--- src/rtl/router_out_fifo.sv ---
// router_out_fifo: per-destination output FIFO of a packet router with packet-aware data_out and stall timeout
//   clock       rising-edge clock
//   resetn      asynchronous active-low reset
//   write_enb   push {lfd_state, data_in} this cycle
//   data_in     byte to store
//   lfd_state   marks data_in as a packet header byte
//   read_enb    pop request from the destination
//   data_out    registered byte, valid the cycle after an accepted pop
//   vld_out     FIFO holds at least one entry
//   full        occupancy equals DEPTH
//   empty       occupancy equals zero
//   soft_reset  one-cycle pulse when valid data sat unread for TIMEOUT cycles
module router_out_fifo #(
  parameter int DEPTH   = 16,
  parameter int TIMEOUT = 30
) (
  input  logic       clock,
  input  logic       resetn,
  input  logic       write_enb,
  input  logic [7:0] data_in,
  input  logic       lfd_state,
  input  logic       read_enb,
  output logic [7:0] data_out,
  output logic       vld_out,
  output logic       full,
  output logic       empty,
  output logic       soft_reset
);
  localparam int AW = $clog2(DEPTH);
  localparam int TW = $clog2(TIMEOUT + 1);
  logic [8:0]    mem [DEPTH];
  logic [AW-1:0] wr_ptr, rd_ptr;
  logic [AW:0]   count;
  logic [6:0]    bcnt;
  logic [TW-1:0] tcnt;
  logic [8:0]    head;
  logic          rd_acc, wr_acc, hdr, tick, expire;
  assign full   = count == (AW+1)'(DEPTH);
  assign empty  = count == '0;
  assign vld_out = ~empty;
  assign head   = mem[rd_ptr];
  assign rd_acc = read_enb & ~empty;
  // at full a write is only legal when the slot under rd_ptr is freed on the same edge
  assign wr_acc = write_enb & (~full | rd_acc) & ~soft_reset;
  assign hdr    = rd_acc & head[8];
  assign tick   = vld_out & ~read_enb;
  assign expire = tick && tcnt == TW'(TIMEOUT - 1);
  always_ff @(posedge clock)
    if (wr_acc) mem[wr_ptr] <= {lfd_state, data_in};
  always_ff @(posedge clock or negedge resetn)
    if (!resetn) begin
      wr_ptr     <= '0;
      rd_ptr     <= '0;
      count      <= '0;
      bcnt       <= '0;
      tcnt       <= '0;
      data_out   <= 8'h00;
      soft_reset <= 1'b0;
    end else if (soft_reset) begin
      wr_ptr     <= '0;
      rd_ptr     <= '0;
      count      <= '0;
      bcnt       <= '0;
      tcnt       <= '0;
      data_out   <= 8'h00;
      soft_reset <= 1'b0;
    end else begin
      wr_ptr     <= wr_ptr + AW'(wr_acc);
      rd_ptr     <= rd_ptr + AW'(rd_acc);
      count      <= count + (AW+1)'(wr_acc) - (AW+1)'(rd_acc);
      // header length field counts payload bytes; +1 covers the trailing parity byte
      bcnt       <= hdr ? {1'b0, head[7:2]} + 7'd1 : (rd_acc && bcnt != '0) ? bcnt - 7'd1 : bcnt;
      // between packets the line idles at zero
      data_out   <= hdr ? head[7:0] : bcnt == '0 ? 8'h00 : rd_acc ? head[7:0] : data_out;
      tcnt       <= (!tick || expire) ? '0 : tcnt + TW'(1);
      soft_reset <= expire;
    end
endmodule

--- config.mk ---
export PLATFORM = sky130hd
export DESIGN_NAME = router_out_fifo
export DESIGN_NICKNAME = d
export VERILOG_FILES = /design/src/rtl/router_out_fifo.sv
export SDC_FILE = /design/constraint.sdc
export NUM_CORES = 1
export LEC_CHECK = 0
export BUFFER_PORTS_ARGS = -buffer_cell sky130_fd_sc_hd__buf_2
export CAP_MARGIN = 20
export CORE_ASPECT_RATIO = 1.25
export CORE_MARGIN = 8
export CORE_UTILIZATION = 25
export DETAILED_ROUTE_END_ITERATION = 10
export GPL_ROUTABILITY_DRIVEN = 0
export PLACE_DENSITY = 0.42
export SLEW_MARGIN = 20
export SYNTH_ARGS = -nofsm -noshare
export SYNTH_HDL_FRONTEND = slang
export SYNTH_SLANG_ARGS = --single-unit
--- constraint.sdc ---
create_clock -name clock -period 4 [get_ports clock]
set_input_delay 0.2 -clock clock [delete_from_list [all_inputs] [get_ports clock]]
set_output_delay 0.2 -clock clock [all_outputs]
set_load 0.01 [all_outputs]
After elaboration in Yosys (flattened, before gate mapping)

Memory sizes are Yosys's and may differ from the RTL's.
Cells that the tools add are included.
W data, S select, Z words.

Register bits after elaboration: 34
Latch bits: 0
Memory bits (writable): 144
ROM bits: 0
Output and inout port bits: 12
Memories: 1

Memories:

| name | depth | width | read ports | clocked after Yosys merged registers in | write ports | line | source |
|---|---|---|---|---|---|---|---|
| mem  | 16    | 9     | 1          | 0                                       | 1           | 31   | `logic [8:0] mem [DEPTH];` |

Add/subtract/negate cells: 7
$mul: 0
Div/mod/pow operators: 0
Magnitude comparators: 0
Equality and inequality tests: 2
Shifts and indexed selects: 0
Mux-type cells: 15
Bitwise operators: 10
Reduce and logical (&&, ||, !) cells: 9

Operators with widths:

| kind                  | number |
|---|---|
| $mux W8               | 4 |
| $mux W7               | 3 |
| $mux W5               | 3 |
| $eq A5 B5 Y1 const B  | 2 |
| $add A4 B1 Y4         | 2 |
| $mux W4               | 2 |
| $add A6 B1 Y7 const B | 1 |
| $logic_not A7 Y1      | 1 |
| $reduce_bool A7 Y1    | 1 |
| $sub A7 B1 Y7 const B | 1 |
| $add A5 B1 Y5         | 1 |
| $add A5 B1 Y5 const B | 1 |
| $and A1 B1 Y1         | 5 |
| $logic_not A5 Y1      | 1 |
| $sub A5 B1 Y5         | 1 |
| $not A1 Y1            | 4 |
| $reduce_bool A4 Y1    | 1 |
| $mux W1               | 3 |
| $reduce_bool A3 Y1    | 1 |
| $logic_and A1 B1 Y1   | 2 |
| $logic_not A1 Y1      | 1 |
| $logic_or A1 B1 Y1    | 1 |
| $or A1 B1 Y1          | 1 |

Longest topological paths before layout

Gate-level depths: netlist of run 1.

Depth in word-level cells: 9
Gate-level depth with buffers: 15
Depth with buffers taken out: 14

Worst setup path after synthesis of run 1

Ideal clock, no wire load.

Kind: register to register
Start point: register count[3]
End point: register count[4]
Data arrival time: 2.968 ns
Required time: 3.921 ns
Slack: 0.953 ns
Stages on the path, launching flop included: 16
Buffers on the path: 1
Cell sequence: dfrtp_1 -> inv_1 -> ha_1 -> or4b_2 -> clkbuf_1 -> and2_1 -> ha_1 -> inv_1 -> ha_1 -> inv_1 -> fa_1 -> inv_1 -> a21oi_1 -> nor2_1 -> or3_1 -> a21oi_1

Cells in the longest elaborated chain, start to end: 9
Elaborated cells on any way between the ends: 11

RTL lines:

| element                     | line | source |
|---|---|---|
| start: declaration          | 33   | `logic [AW:0] count;` |
| start signal: assignment    | 70   | `count <= count + (AW+1)'(wr_acc) - (AW+1)'(rd_acc);` |
| $logic_not A5 Y1 *          | 39   | `assign empty = count == '0;` |
| $not A1 Y1 *                | --   |  |
| via vld_out                 | 24   | `output logic vld_out,` |
| $and A1 B1 Y1 *             | 42   | `assign rd_acc = read_enb & ~empty;` |
| $or A1 B1 Y1                | 44   | `assign wr_acc = write_enb & (~full \| rd_acc) & ~soft_reset;` |
| $and A1 B1 Y1 (2 in series) | 44   |  |
| $add A5 B1 Y5               | 70   |  |
| $sub A5 B1 Y5 *             | 70   |  |
| $mux W5 *                   | 59   | `end else if (soft_reset) begin` |

Mark *: on every way through the listed nets, which the timed path passes. The rest lies on a longest branch.
A chain may end at the register's enable or synchronous reset.

Worst setup path after layout of run 1

Start point: register count[3]
End point: register count[4]

Cells in the longest elaborated chain, start to end: 9
Elaborated cells on any way between the ends: 11

RTL lines:

| element                     | line |
|---|---|
| $logic_not A5 Y1            | 39 |
| $not A1 Y1                  | 42 |
| $and A1 B1 Y1               | 42 |
| $or A1 B1 Y1                | 44 |
| $and A1 B1 Y1 (2 in series) | 44 |
| $add A5 B1 Y5               | 70 |
| $sub A5 B1 Y5 *             | 70 |
| $mux W5 *                   | 59 |

Mark *: on every way between the ends. The rest lies on a longest branch, timed or not.

==> results of run 1 <==
-- kinds of logic (layout without fill, tap and decap cells) --
group / count (synthesis) / in the layout / share of synthesized area, %
buffers and inverters: 32 / 95 / 2.60
flip-flops: 178 / 178 / 69.0
adder cells (fa/ha/maj): 15 / 15 / 2.60
multiplexers: 43 / 43 / 13.0
XOR/XNOR: 17 / 17 / 1.98
AND/OR/NAND/NOR: 107 / 107 / 6.89
AO/OA/AOI/OAI: 39 / 39 / 3.95
-- cell type report --
class / count / area [um2]
tap: 401 / 502
fill: 2972 / 21000
timing repair buffer: 47 / 310
clock buffer: 17 / 425
inverter: 16 / 60.1
multi-input combinational: 221 / 2140
sequential: 178 / 5180
clock inverter: 15 / 201
-- sequential cells by signal, indices dropped and copies added, names as in the netlist --
| name | count |
|---|---|
| rd_ptr | 4 |
| wr_ptr | 4 |
| data_out | 8 |
| tcnt | 5 |
| soft_reset | 1 |
| count | 5 |
| bcnt | 7 |
| mem | 144 |
-- how the worst max path moves through the flow --
stage	end	slack, ns
6_report	count[4]	0.78
3_5_place_dp	count[4]	0.77
2_1_floorplan	count[4]	0.95
3_3_place_gp	count[4]	0.90
5_1_grt	count[4]	0.51
4_1_cts	count[4]	0.75
-- layer usage --
metal / vias to the layer above / share of wire (%)
li1: 1797 / -
met1: 2066 / 44
met2: 66 / 51
met3: 16 / 3.1
met4: 0 / 1.4
met5: - / 0
-- where the power goes --
group	switching (mW)	leakage, nW	internal, mW
logic	1.07	1.11	0.907
registers	0.280	1.71	2.32
clock network	0.824	0.302	0.860
-- layout by cell type, fill, tap and decap left out, types with 3 or more instances in the layout --
cell type | Yosys | routed
a21oi_1 | 8 | 8
a22oi_1 | 13 | 13
buf_2 | 2 | 24
buf_4 | 2 | 20
clkbuf_16 | 0 | 17
clkinv_8 | 0 | 7
dfrtp_1 | 34 | 33
edfxtp_1 | 144 | 144
ha_1 | 14 | 14
inv_1 | 16 | 16
inv_8 | 0 | 4
mux2i_1 | 5 | 5
mux4_1 | 25 | 25
mux4_2 | 11 | 11
nand2_1 | 10 | 10
nand3_1 | 19 | 19
nor2_1 | 44 | 44
nor2b_1 | 9 | 9
nor3_1 | 6 | 4
o21ai_0 | 5 | 5
or3_1 | 3 | 3
xnor2_1 | 11 | 11
xor2_1 | 6 | 6
-- repair_timing --
action	CTS	global route
endpoints found under the hold margin	35	0
endpoints found under the setup margin	0	0
hold buffers	2	0
-- through the flow --
| step | total power [mW] | hold slack (ns) | setup WS (ns) | instance area, um2 |
|---|---|---|---|---|
| 5_1_grt | 6.65 | 0.139 | 0.512 | 8820 |
| 3_3_place_gp | 4.63 | 0.324 | 0.898 | 8170 |
| 3_5_place_dp | 4.67 | 0.346 | 0.772 | 8170 |
| 2_1_floorplan | 4.04 | -0.0956 | 0.953 | 7500 |
| 4_1_cts | 6.37 | 0.130 | 0.755 | 8820 |
| 6_report | 6.26 | 0.141 | 0.775 | 8820 |
==> metrics.md, run 1 <==
| Metric | Value |
|---|---|
| Status | `finished clean` |
| GR Util All Layers | `under 10%` |
| Drt via density | `between 4 and 5` |
| Number of synthesized register bits | `between 150 and 200` |
| Tcrit/Tclk final | `between 80 and 90%` |
| Critical path arrival | `about 3.6 ns` |
| Worst skew pair latency | `~0.44 ns` |
| Initial drt markers | `248` |
| Initial Util | `around 25%` |
| Via count | `a little under 4,000` |
| CTS root buf | `clkbuf_16` |
| M3 GR Usage | `just over 2%` |
| GRT busiest layer | `met2` |
| Count leader, synth | `edfxtp_1` |
| Post-Syn Area per Cell | `17.4 um2` |
| Hold Vio Cnt, Final | `0` |
| Area share of the largest cell type after synthesis | `between 50 and 60%` |
| Synth area leaders | `edfxtp_1 (58%), dfrtp_1 (11%), mux4_1 (8.8%)` |
| Max Root-Sink Buffers | `2` |
| Hold_sp | `data_in[2]` |
| Wire per inst | `18.4 um` |
| Wirelength, routed | `approximately 17,000 um` |
| Routed Antenna Nets | `0` |
| First-pass GRT wire length | `25,700 um` |
| Worst r2r dst | `count[4]` |
| Die X | `~170 um` |
| IO Port Bufs | `24` |
| Vias in the first global route | `between 4,000 and 5,000` |
| Distinct cells, synth | `between 40 and 50` |
| Slowest stage cell, crit path | `or4b_2` |
| Crit path launch type | `flop` |
| DRC | `0` |
| Crit Path Class | `flop to flop` |
| Max_slew headroom | `a little under half` |
| Critical Path RT | `about 4.4 ns` |
| RSZ-0062 raised after global routing | `no` |
| Cell count after synthesis | `around 430` |
| Finished Layout Cells | `slightly below 900` |
| Crit path buf inv count | `4` |
| WHS Path Cells | `1` |
| Worst-path fanout max | `6` |
| Top cells by count, synth | `edfxtp_1 (144), nor2_1 (44), dfrtp_1 (34), mux4_1 (25), nand3_1 (19)` |
| Largest net degree at the start of global routing | `37` |
| P per Cell Area | `~710 mW/mm2` |
| Worst-path clk slew | `0.08 ns` |
| Yosys top cell by area | `edfxtp_1` |
| Leakage power | `3.13 nW` |
| Max incr delay on CP | `approximately 0.70 ns` |
| Worst Reg-to-Reg Cells | `14` |
| Setup Skew | `~0.016 ns` |
| Layout cells sized above 1 | `20.6%` |
| DIE AREA | `0.0359 mm2` |
| Layout Nets | `about 500` |
| R2R Path Start | `count[3]` |
| Met2 Resource Use GR | `approximately 17%` |
| Total grt overflow | `0` |
| MaxCap Viol Count | `0` |
| Mapped Nets | `around 460` |
| CP endpoint kind | `flop` |
| Mapped cell area | `about 0.0075 mm2` |
| Final min period | `between 3 and 4 ns` |
| Flop2flop setup slack | `0.78 ns` |
| ANT cells | `0` |
| Slew Limit Fails | `0` |
| M1 GR Usage | `a little under an eighth` |
| Async set-reset flop share out of synthesis | `19.1%` |
| Ys flop type | `edfxtp_1` |
| Setup TNS | `0 ns` |
| First-pass detailed-route iteration total | `4` |
| Total CTS buffers | `17` |
| CTS tree | `done` |
| Post-CTS Resized | `0` |
| Hold endpoint | `mem[8][2]` |
| Maximum clock frequency | `roughly 310 MHz` |
| # IOs | `25` |
| Crit path max-delay family | `simple AND/OR/NAND/NOR gates` |
| Num rows | `just over 70` |
| Hpwl dp | `roughly 11,000 um` |
| Synthesis-to-layout area growth | `17.5%` |
| Setup repair bufs after CTS | `0` |
| Critical Path Start | `count[3]` |
| Final core area utilization | `between 20% and 30%` |
| WP depth | `14` |
| Setup violations, final | `0` |
| CORE AREA | `0.0298 mm2` |
| H-tree Lvls | `4` |
| Most frequent cell on the critical path | `inv_1` |
| Cell breakdown of the critical path | `inv_1, ha_1, or4b_2, and2_1, ha_1, inv_1, ha_1, inv_1, fa_1, inv_1, a21oi_1, nor2_1, or3_1, a21oi_1` |
| Post-synth EDFFs | `between 100 and 150` |
| Peak supply drop | `between 0.0002 and 0.0003 V` |
| YS warnings | `0` |
| Worst-margin pin slew | `slightly above 0.8 ns` |
| Placed Cells | `861` |
| Antenna violations before repair | `1` |
| Hold Crit Class | `primary input to flop` |
| Register area share after synthesis | `about 69%` |
| Clock sinks | `178` |
| Die Y | `210 um` |
Power figures use the tool's default switching activity.
==> inputs of run 2 (changes only) <==
PLACE_DENSITY = 0.43   (was 0.42)
clock period = 2.6 ns   (was 4 ns; I/O delays follow)
==> run 2 against run 1 <==
The run now ends with setup timing left. Sequential share of layout area is 1.2 points lower. Combinational power up 77%. Count of clock-buffer cells in the layout did not move. Flip-flop and latch count unchanged. Register-to-register slack got worse by 0.84 ns. Power up 57%. Non-clock buffer count up 22. Core utilization up 0.59 points. Sequential power is 49% higher. Critical path type unchanged. Largest power group unchanged.
==> metrics.md, run 2 (synthesis gave the netlist of run 1 again) <==
| Metric | Value |
|---|---|
| Worst skew pair latency | `0.44 ns (about the same)` |
| Crit path max-delay family | `simple AND/OR/NAND/NOR gates (unchanged)` |
| Hpwl dp | `11,200 um (was 10,600 um)` |
| Failing checks | `setup timing` |
| CTS root buf | `clkbuf_16 (unchanged)` |
| Cell breakdown of the critical path | `inv_2, ha_4, or4b_4, and2_4, ha_4, inv_2, ha_4, inv_2, fa_2, inv_2, a21oi_2, nor2_1, or3_1, a21oi_1 (was inv_1, ha_1, or4b_2, and2_1, ha_1, inv_1, ha_1, inv_1, fa_1, inv_1, a21oi_1, nor2_1, or3_1, a21oi_1)` |
| Hold Vio Cnt, Final | `0 (unchanged)` |
| Tcrit/Tclk final | `102% (was 80.6%)` |
| Post-DP Area | `0.00835 mm2 (was 0.00817 mm2)` |
| Max_slew headroom | `37.4% (was 45.3%)` |
| Setup violations, final | `1 (was 0)` |
| Final WS setup | `-0.0645 ns (was 0.775 ns)` |
| DRC | `0 (unchanged)` |
| CP endpoint kind | `flop (unchanged)` |
| Vias in the first global route | `4,291 (was 4,284)` |
| Number of flip-flops in the largest register | `144 (unchanged)` |
| Largest net degree at the start of global routing | `37 (unchanged)` |
| Crit path launch type | `flop (unchanged)` |
| Peak supply drop | `0.000454 V (was 0.000288 V)` |
| Total grt overflow | `0 (unchanged)` |
| RSZ-0062 raised after global routing | `yes (was no)` |
| Most frequent cell on the critical path | `inv_2 (was inv_1)` |
| Die X | `171 um (unchanged)` |
| Maximum clock frequency | `375 MHz (was 310 MHz)` |
| H-tree Lvls | `4 (unchanged)` |
| Clock sinks | `178 (unchanged)` |
| Leakage power | `3.20 nW (was 3.13 nW)` |
| Initial Util | `25.1% (unchanged)` |
| Setup TNS | `-0.0645 ns (was 0 ns)` |
| Worst-path fanout max | `2 (was 6)` |
| Overall Power | `9.83 mW (was 6.26 mW)` |
| First-pass GRT wire length | `25,400 um (was 25,700 um)` |
| First-pass detailed-route iteration total | `4 (unchanged)` |
| GR Util All Layers | `9.80% (was 9.75%)` |
| Synthesis-to-layout area growth | `19.9% (was 17.5%)` |
| Max incr delay on CP | `0.45 ns (was 0.70 ns)` |
| Num rows | `71 (unchanged)` |
| Initial drt markers | `246 (was 248)` |
| Crit path buf inv count | `4 (unchanged)` |
| Slew Limit Fails | `0 (unchanged)` |
| Via count | `4,018 (was 3,945)` |
| MaxCap Viol Count | `0 (unchanged)` |
| Reg with most FFs | `mem (unchanged)` |
| Setup Skew | `0.0120 ns (was 0.0162 ns)` |
| Slowest stage cell, crit path | `or4b_4 (was or4b_2)` |
| Max Root-Sink Buffers | `2 (unchanged)` |
| Die Y | `210 um (unchanged)` |
| Top flop regs | `mem: 144 flops, data_out: 8 flops, bcnt: 7 flops (unchanged)` |
| Worst-margin pin slew | `0.935 ns (was 0.820 ns)` |
| Status | `complete, but fails checks (was finished clean)` |
| Worst-path clk slew | `0.07 ns (was 0.08 ns)` |
| Layout Nets | `531 (was 509)` |
| Final min period | `2.66 ns (was 3.22 ns)` |
| CTS tree | `done (unchanged)` |
| # IOs | `25 (unchanged)` |
| Critical Path RT | `2.96 ns (was 4.36 ns)` |
| Total CTS buffers | `17 (unchanged)` |
| Wire per inst | `18.3 um (was 18.4 um)` |
| Most frequent cells in the layout | `edfxtp_1 (144), nor2_1 (41), buf_4 (41) (was edfxtp_1 (144), nor2_1 (44), dfrtp_1 (33))` |
| Antenna violations before repair | `1 (unchanged)` |
| Crit Path Class | `flop to flop (unchanged)` |
| DIE AREA | `0.0359 mm2 (unchanged)` |
| Critical path arrival | `3.02 ns (was 3.58 ns)` |
| CORE AREA | `0.0298 mm2 (unchanged)` |
| Hold Crit Class | `primary input to flop (unchanged)` |
| Routed Antenna Nets | `0 (unchanged)` |
| IO Port Bufs | `24 (unchanged)` |
| Commonest non-fill, non-tap cell in the layout | `edfxtp_1 (unchanged)` |
| P per Cell Area | `1090 mW/mm2 (was 710 mW/mm2)` |
| Drt via density | `4.38 (was 4.41)` |
| Wirelength, routed | `16,800 um (was 16,500 um)` |
| Layout cells sized above 1 | `26.6% (was 20.6%)` |
| Design area | `0.00900 mm2 (was 0.00882 mm2)` |
-- run 2: routing by layer --
metal  GRT usage [%]  share of wire, %  vias up
met2            17.5                53       77
li1                -                 -     1850
met5               0                 0        -
met3            2.12               3.7       22
met1            11.0                41     2069
met4            4.24               2.4        0
-- run 2: repair_timing --
| item | CTS | global route |
|---|---|---|
| hold endpoints to repair | 35 | 0 |
| endpoints found under the setup margin | 10 | 20 |
| pin swaps | 6 | 1 |
| hold buffers | 2 | 0 |
| gates resized for setup | 8 | 3 |
| setup buffers | 3 | 0 |
-- run 2: stage by stage --
| step | setup WS, ns | util, % | hold WS (ns) | cells |
|---|---|---|---|---|
| 2_1_floorplan | -0.188 | - | -0.166 | 431 |
| 3_3_place_gp | -0.0946 | 28.0 | 0.271 | 880 |
| 3_5_place_dp | -0.160 | 28.0 | 0.271 | 880 |
| 4_1_cts | -0.0862 | 30.1 | 0.0613 | 917 |
| 5_1_grt | -0.155 | 30.1 | 0.0758 | 917 |
| 6_report | -0.0645 | 30.1 | 0.0792 | 918 |
-- run 2: power breakdown --
| part | internal (mW) | total [mW] | switching (mW) |
|---|---|---|---|
| sequential | 3.58 | 3.88 | 0.304 |
| clock | 1.27 | 2.44 | 1.18 |
| combinational | 1.66 | 3.50 | 1.84 |
-- run 2: path summary, 6_finish.rpt --
kind | from | to | slack (ns) | depth (start not counted)
worst max-delay path | count[2] | count[4] | -0.06 | 14
worst min-delay path | lfd_state | mem[14][8] | 0.08 | 1
worst max register to register | count[2] | count[4] | -0.06 | 14
worst min register to register | tcnt[0] | tcnt[0] | 0.50 | 1
max in group asynchronous | resetn | rd_ptr[0] | 1.74 | 2
min in group asynchronous | resetn | count[4] | 0.30 | 2
-- run 2: cell type report --
cell class / count / area (um2)
fill: 3001 / 20900
clock buffer: 17 / 425
timing repair buffer: 69 / 488
tap: 401 / 502
inverter: 16 / 60.1
clock inverter: 15 / 145
antenna: 1 / 2.50
sequential: 178 / 5180
multi-input combinational: 221 / 2200
==> inputs of run 3 (changes only) <==
RECOVER_POWER = 100   (was unset)
==> run 3 against run 2 <==
The run ends with capacitance limit, slew limit, setup timing left. Critical path type unchanged. Final cell count is the same. Count of clock-buffer cells in the layout is the same. Sequential power is essentially flat. Sequential share of layout area grew 0.59 points. Register-to-register slack is essentially flat. Fmax is essentially flat. Worst setup slack lost 0.00088 ns. Worst hold slack gained 0.11 ns.
==> metrics.md, run 3 (synthesis gave the netlist of run 1 again) <==
| Metric | Value |
|---|---|
| Most frequent cells in the layout | `edfxtp_1 (144), nor2_1 (41), dfrtp_1 (33) (was edfxtp_1 (144), nor2_1 (41), buf_4 (41))` |
| Largest net degree at the start of global routing | `37 (unchanged)` |
| CP endpoint kind | `flop (unchanged)` |
| Commonest non-fill, non-tap cell in the layout | `edfxtp_1 (unchanged)` |
| Top flop regs | `mem: 144 flops, data_out: 8 flops, bcnt: 7 flops (unchanged)` |
| Hold Vio Cnt, Final | `0 (unchanged)` |
| CORE AREA | `0.0298 mm2 (unchanged)` |
| Leakage power | `3.10 nW (was 3.20 nW)` |
| Hold Crit Class | `primary input to flop (unchanged)` |
| GR Util All Layers | `9.80% (unchanged)` |
| Clock sinks | `178 (unchanged)` |
| Tcrit/Tclk final | `103% (was 102%)` |
| Critical Path Start | `count[2] (unchanged)` |
| Flop2flop setup slack | `-0.07 ns (was -0.06 ns)` |
| Antenna violations before repair | `1 (unchanged)` |
| Placed Cells | `880 (unchanged)` |
| Hold_ws | `0.193 ns (was 0.0792 ns)` |
| Die Y | `210 um (unchanged)` |
| Setup violations, final | `1 (unchanged)` |
| Filler instances | `3,020 (was 3,001)` |
| Failing checks | `capacitance limit, slew limit, setup timing (was setup timing)` |
| # IOs | `25 (unchanged)` |
| Synthesis-to-layout area growth | `18.7% (was 19.9%)` |
| Worst-path clk slew | `0.07 ns (about the same)` |
| Via count | `4,028 (was 4,018)` |
| First-pass GRT wire length | `25,400 um (unchanged)` |
| Finished Layout Cells | `918 (unchanged)` |
| Final min period | `2.67 ns (was 2.66 ns)` |
| DRC | `0 (unchanged)` |
| Number of flip-flops in the largest register | `144 (unchanged)` |
| Num rows | `71 (unchanged)` |
| Dpl ws | `-0.160 ns (unchanged)` |
| Layout cells sized above 1 | `20.9% (was 26.6%)` |
| Hpwl dp | `11,200 um (unchanged)` |
| P per Cell Area | `1100 mW/mm2 (was 1090 mW/mm2)` |
| Peak supply drop | `0.000453 V (was 0.000454 V)` |
| R2R Path Start | `count[2] (unchanged)` |
| Routed Antenna Nets | `0 (unchanged)` |
| Slew Limit Fails | `35 (was 0)` |
| CTS tree | `done (unchanged)` |
| RSZ-0062 raised after global routing | `yes (unchanged)` |
| Setup Skew | `0.0121 ns (was 0.0120 ns)` |
| Worst skew pair latency | `0.44 ns (about the same)` |
| Crit Path Class | `flop to flop (unchanged)` |
| Max_slew headroom | `-24.1% (was 37.4%)` |
| CTS root buf | `clkbuf_16 (unchanged)` |
| IO Port Bufs | `24 (unchanged)` |
| Wirelength, routed | `16,800 um (about the same)` |
| Total CTS buffers | `17 (unchanged)` |
| Layout Nets | `531 (unchanged)` |
| Initial drt markers | `266 (was 246)` |
| Max Root-Sink Buffers | `2 (unchanged)` |
| MaxCap Viol Count | `1 (was 0)` |
| Hold_sp | `lfd_state (unchanged)` |
| Worst-margin pin slew | `1.86 ns (was 0.935 ns)` |
| Crit path launch type | `flop (unchanged)` |
| Critical path arrival | `3.02 ns (about the same)` |
| Vias in the first global route | `4,291 (unchanged)` |
| Wire per inst | `18.3 um (about the same)` |
| Drt via density | `4.39 (was 4.38)` |
| Status | `complete, but fails checks (unchanged)` |
| Reg with most FFs | `mem (unchanged)` |
| Final core area utilization | `29.8% (was 30.1%)` |
| DIE AREA | `0.0359 mm2 (unchanged)` |
| Total grt overflow | `0 (unchanged)` |
| H-tree Lvls | `4 (unchanged)` |
| Final WS setup | `-0.0654 ns (was -0.0645 ns)` |
| Die X | `171 um (unchanged)` |
| Maximum clock frequency | `375 MHz (about the same)` |
| First-pass detailed-route iteration total | `4 (unchanged)` |
| Critical Path RT | `2.96 ns (about the same)` |
| Worst-path fanout max | `2 (unchanged)` |
| Initial Util | `25.1% (unchanged)` |
-- run 3: layout make-up --
class                           instances  area, um2  share of cell area [%]
Tap cell                              401        502                    5.63
Antenna cell                            1       2.50                  0.0281
Timing Repair Buffer                   69        402                    4.51
Inverter                               16       60.1                   0.674
Clock buffer                           17        425                    4.78
Clock inverter                         15        145                    1.63
Multi-Input combinational cell        221       2190                    24.6
Sequential cell                       178       5180                    58.1
-- run 3: power breakdown --
part	leakage, nW	internal, mW	total [mW]	switching, mW
clock network	0.268	1.27	2.44	1.18
logic	1.12	1.59	3.44	1.85
registers	1.71	3.58	3.88	0.302
-- run 3: final timing paths --
path                         endpoint  cells after the start
max in group asynchronous   rd_ptr[0]                      2
setup reg to reg             count[4]                     14
hold reg to reg               tcnt[0]                      1
setup / recovery             count[4]                     14
min in group asynchronous    count[4]                      2
hold / removal             mem[14][8]                      1
-- run 3: timing repair --
item	4_1_cts	5_1_grt
buffers inserted	3	0
endpoints found under the hold margin	35	0
hold buffers	2	0
cloned	0	0
setup endpoints to repair	10	20
gates resized for setup	8	3
pin swaps	6	1
-- run 3: through the flow --
step	instance area (um2)	total power [mW]	TNS, ns
2_1_floorplan	7540	6.24	-0.188
3_3_place_gp	8350	7.38	-0.0946
3_5_place_dp	8350	7.43	-0.653
4_1_cts	8990	9.97	-0.0862
5_1_grt	8900	10.4	-0.219
6_report	8900	9.76	-0.0654
-- run 3: routing by layer --
layer	vias up	share of wire, %	track usage [%]
met4	0	2.4	4.24
met5	-	0	0
met1	2077	41	11.0
met2	81	53	17.5
met3	22	3.5	2.12
li1	1848	-	-
-- run 3: critical path: stages (launching register included) --
cell and delay [ns]:
dfrtp_1 0.39, inv_2 0.08, ha_4 0.12, or4b_4 0.45, and2_4 0.17, ha_4 0.25, inv_2 0.04, ha_4 0.15
inv_2 0.05, fa_2 0.20, inv_2 0.04, a21oi_2 0.12, nor2_1 0.06, or3_1 0.36, a21oi_1 0.13
